## src/rtl/serial_adder_ctrl.sv

```systemverilog
// serial_adder_ctrl: bit-serial adder controller driving one external full_adder cell.
// Operands are latched on an accepted start, fed LSB first through fa_a/fa_b/fa_cin,
// and the returned sum bits are shifted into a WIDTH-bit result with a one-cycle done.
// Optional feature macro: SERIAL_ADDER_OVF_EN adds a signed-overflow output.
module serial_adder_ctrl #(
   parameter int unsigned WIDTH = 8
) (
   input  logic             clk,
   input  logic             rst,
   input  logic             start,
   input  logic [WIDTH-1:0] a,
   input  logic [WIDTH-1:0] b,
   input  logic             cin,
   output logic             fa_a,
   output logic             fa_b,
   output logic             fa_cin,
   input  logic             fa_sum,
   input  logic             fa_cout,
   output logic             busy,
   output logic             done,
   output logic [WIDTH-1:0] sum,
`ifdef SERIAL_ADDER_OVF_EN
   output logic             overflow,
`endif
   output logic             cout
);

   localparam int unsigned CW = (WIDTH > 1) ? $clog2(WIDTH) : 1;
   localparam logic [CW-1:0] LAST_BIT = CW'(WIDTH - 1);

   localparam logic [1:0] S_IDLE = 2'd0;
   localparam logic [1:0] S_RUN  = 2'd1;
   localparam logic [1:0] S_DONE = 2'd2;

   logic [1:0]       state_q, state_d;
   logic [WIDTH-1:0] a_sh_q, a_sh_d;
   logic [WIDTH-1:0] b_sh_q, b_sh_d;
   logic [WIDTH-1:0] sum_sh_q, sum_sh_d;
   logic [WIDTH-1:0] sum_q, sum_d;
   logic             carry_q, carry_d;
   logic             cout_q, cout_d;
   logic [CW-1:0]    cnt_q, cnt_d;
   logic             run;
   logic             last_step;
`ifdef SERIAL_ADDER_OVF_EN
   logic             ovf_q, ovf_d;
`endif

   assign run       = (state_q == S_RUN);
   assign last_step = run && (cnt_q == LAST_BIT);

   // Cell-facing bits and status, all decoded from registers.
   always_comb begin
      fa_a   = run ? a_sh_q[0] : 1'b0;
      fa_b   = run ? b_sh_q[0] : 1'b0;
      fa_cin = run ? carry_q   : 1'b0;
      busy   = run;
      done   = (state_q == S_DONE);
      sum    = sum_q;
      cout   = cout_q;
`ifdef SERIAL_ADDER_OVF_EN
      overflow = ovf_q;
`endif
   end

   // FSM sequencing and datapath next-state.
   always_comb begin
      state_d  = state_q;
      a_sh_d   = a_sh_q;
      b_sh_d   = b_sh_q;
      sum_sh_d = sum_sh_q;
      sum_d    = sum_q;
      carry_d  = carry_q;
      cout_d   = cout_q;
      cnt_d    = cnt_q;
`ifdef SERIAL_ADDER_OVF_EN
      ovf_d    = ovf_q;
`endif
      case (state_q)
         S_IDLE: begin
            if (start) begin
               a_sh_d  = a;
               b_sh_d  = b;
               carry_d = cin;
               cnt_d   = '0;
               state_d = S_RUN;
            end
         end
         S_RUN: begin
            a_sh_d   = a_sh_q >> 1;
            b_sh_d   = b_sh_q >> 1;
            sum_sh_d = {fa_sum, sum_sh_q[WIDTH-1:1]};
            carry_d  = fa_cout;
            if (last_step) begin
               // Result is taken from the shifted value including this edge's bit.
               sum_d   = {fa_sum, sum_sh_q[WIDTH-1:1]};
               cout_d  = fa_cout;
`ifdef SERIAL_ADDER_OVF_EN
               ovf_d   = fa_cin ^ fa_cout;
`endif
               state_d = S_DONE;
            end else begin
               cnt_d = cnt_q + 1'b1;
            end
         end
         S_DONE: begin
            state_d = S_IDLE;
         end
         default: begin
            state_d = S_IDLE;
         end
      endcase
   end

   // State registers with synchronous reset.
   always_ff @(posedge clk) begin
      if (rst) begin
         state_q  <= S_IDLE;
         a_sh_q   <= '0;
         b_sh_q   <= '0;
         sum_sh_q <= '0;
         sum_q    <= '0;
         carry_q  <= 1'b0;
         cout_q   <= 1'b0;
         cnt_q    <= '0;
`ifdef SERIAL_ADDER_OVF_EN
         ovf_q    <= 1'b0;
`endif
      end else begin
         state_q  <= state_d;
         a_sh_q   <= a_sh_d;
         b_sh_q   <= b_sh_d;
         sum_sh_q <= sum_sh_d;
         sum_q    <= sum_d;
         carry_q  <= carry_d;
         cout_q   <= cout_d;
         cnt_q    <= cnt_d;
`ifdef SERIAL_ADDER_OVF_EN
         ovf_q    <= ovf_d;
`endif
      end
   end

endmodule

```

## config.mk

```make
export PLATFORM = sky130hd
export DESIGN_NAME = serial_adder_ctrl
export DESIGN_NICKNAME = d
export VERILOG_FILES = /design/src/rtl/serial_adder_ctrl.sv
export SDC_FILE = /design/constraint.sdc
export NUM_CORES = 1
export LEC_CHECK = 0
export CAP_MARGIN = 20
export CORE_MARGIN = 2
export CORE_UTILIZATION = 29
export DETAILED_ROUTE_END_ITERATION = 7
export DONT_BUFFER_PORTS = 1
export PLACE_DENSITY = 0.43
export RECOVER_POWER = 25
export SYNTH_ARGS = -nofsm -noshare
export SYNTH_HDL_FRONTEND = slang
export SYNTH_SLANG_ARGS = --single-unit
```

## constraint.sdc

```tcl
create_clock -name clk -period 1.85 [get_ports clk]
set_input_delay 0.37 -clock clk [delete_from_list [all_inputs] [get_ports clk]]
set_output_delay 0.37 -clock clk [all_outputs]
set_load 0.01 [all_outputs]
```

==> metrics <==
status finished clean; Synth area leaders dfxtp_1, mux2i_1, a211oi_1, nand2_1, a21oi_1; n_diodes 0; Final Setup Violations 0; Static Leakage ~0.61 nW; Setup WS pre-CTS ~0.23 ns; clk_skew about 0.0019 ns; Compound-Gate Fraction of Synth Area 0.156; Worst EP arrival 1.26 ns; post-synth top area share 0.480; Post-Syn Area 1590 µm²; Max clock buf depth 2; Mapped Avg Cell Area 9.01 µm²; Die H 77.9 µm; Period Utilization, post-route 0.882; crit-path max FO 13; initial antenna violation count 0; Layout Cells excl Fill 243; row cnt 26; number of H-tree levels 2; synthesized flop and latch total 38; Critical Path RT around 1.5 ns; Mapped Cells 176; I/O Pins 36; CTS resizes 0; Reg area 761 µm²; Placed Area about 1600 µm²; sequence of cells on the critical path nand2b_1, inv_2, and2_1; Final Hold Viols 0; port bufs 0; largest area contributor in the netlist dfxtp_1; Synth Area in XOR/XNOR 0; Hold WC Path Type input pin to register; CTS tree yes; main flop type after synthesis dfxtp_1; Post-synth EDFFs 0; MaxCap Viol Count 0; Synth Area in Simple Gates 0.191; ANT nets after route 0; DIE WIDTH around 80 µm; P&R area growth vs syn 8.13%; post-route cell area between 1500 and 2000 µm²; clk slew on worst S/H paths 0.07 ns; VDD IR max 0.000428 V; Crit. End Element primary output; vias 1,174; Relative slew margins 0.625; All-Layer GR Usage 0.117; critical path's largest stage delay 0.38 ns; Fill cells 569; combinational family with the most area after synthesis simple AND/OR/NAND/NOR gates; Core Region 5200 µm²; sequential share of the synthesized area 0.480; adder-cell share of the synthesized area 0.0158; initial core utilization 0.305; multiplexer share of the synthesized area 0.0947; # DRC 0; clk sinks 38; CTS buffer count 5; layout cells sized above 1 0.0809; CTS root buffer clkbuf_8; first-pass GRT wire length about 5600 µm; Setup CP Type register to primary output; Worst Tran Pin Value 0.563 ns; Slowest-stage cell, CP dfxtp_1; Max Freq between 600 and 700 MHz; # Post-CTS Setup Buffers 0; setup TNS 0 ns; Tmin final 1.63 ns; average wire per standard cell approximately 14 µm; Post-CTS Hold Buffers 0; vias in the first global route 1,185; RSZ-0062 raised after global routing false; Syn Nets 200; Async SR Flop Fraction 0; TritonRoute pass-1 iters 4; Min Hold Slack 0.151 ns; drt via density 4.83; routability cong. roughly 0.69; final core utilization 0.329; largest net degree at the start of global routing 40; crit path launch type register; yosys warns 0; library cells used by synthesis 26; Clk Latency, worst-skew pair 0.28 ns; final setup margin 0.217 ns; Overflow after GRT 0; pins over their slew limit 0; Total Power 1.68 mW; cell area power density roughly 1000 nW/µm²; Initial DRC Count 69; final wirelength 3300 µm; area of the multi-input gates 726 µm²; Final nets 196; Placed Instances approximately 240; Die ar. 6070 µm²; hpwl dp around 2400 µm
layer usage:
metal | wire length (µm) | track usage | share of wire | up-vias
li1 | - | - | - | 596
met1 | 1420 | 0.132 | 0.43 | 544
met2 | 1640 | 0.199 | 0.50 | 29
met3 | 184 | 0.0349 | 0.056 | 5
met4 | 64 | 0.0579 | 0.019 | 0
met5 | 0 | 0 | 0 | -
worst max-delay path, delay by kind of cell, from the launching register on:
family / cells / cell delay (ns)
and+or+nand+nor: 2 / 0.41
buffers and inverters: 1 / 0.19
DFF: 1 / 0.38
cells by family (layout without fill, tap and decap cells):
kind of cell | count (synthesis) | count (layout)
muxes | 15 | 15
AOI/OAI and AO/OA | 39 | 39
DFF | 38 | 38
buffers and inverters | 16 | 13
and+or+nand+nor | 66 | 66
adders and majority gates | 2 | 2
state kept, by name, indices dropped and copies added, names as in the netlist:
name and count:
a_sh_q 8, b_sh_q 8, sum 8, sum_sh_q 7, cnt_q 3, state_q 2, carry_q 1, cout 1
path summary, 6_finish.rpt:
kind / from / cells past startpoint / end / slack [ns]
max: state_q[1] / 3 / fa_b / 0.22
min: rst / 1 / sum_sh_q[2] / 0.15
max reg2reg: cnt_q[0] / 5 / sum[3] / 0.26
min reg2reg: sum_sh_q[6] / 2 / sum_sh_q[5] / 0.47
cells in the final DEF, fill, tap and decap left out, types with 3 or more instances in the layout:
| cell | count |
|---|---|
| a211oi_1 | 15 |
| a21oi_1 | 17 |
| and2_1 | 3 |
| buf_4 | 3 |
| clkbuf_8 | 8 |
| dfxtp_1 | 38 |
| mux2i_1 | 15 |
| nand2_1 | 26 |
| nand2b_1 | 5 |
| nand3_1 | 9 |
| nor2_1 | 18 |
where the power goes:
group	leakage (nW)	switching (mW)	internal [mW]
registers	0.311	0.0224	0.858
clock network	0.0575	0.276	0.376
logic	0.241	0.0797	0.0630
total	0.609	0.378	1.30
cell type report:
cell class | count | share of cell area
Multi-Input combinational cell | 122 | 0.423
Sequential cell | 38 | 0.444
Timing Repair Buffer | 3 | 0.0131
Inverter | 2 | 0.00438
Tap cell | 70 | 0.0511
Clock buffer | 8 | 0.0642
synthesized netlist by cell type (3+ instances only):
library cell and number:
a21oi_1 17, and2_1 3, nand2_1 26, dfxtp_1 38, buf_2 4, mux2i_1 15, nand3_1 9, a211oi_1 15
nor2_1 18, nand2b_1 5, buf_4 5
No activity file was read; power rests on OpenSTA's default activity.
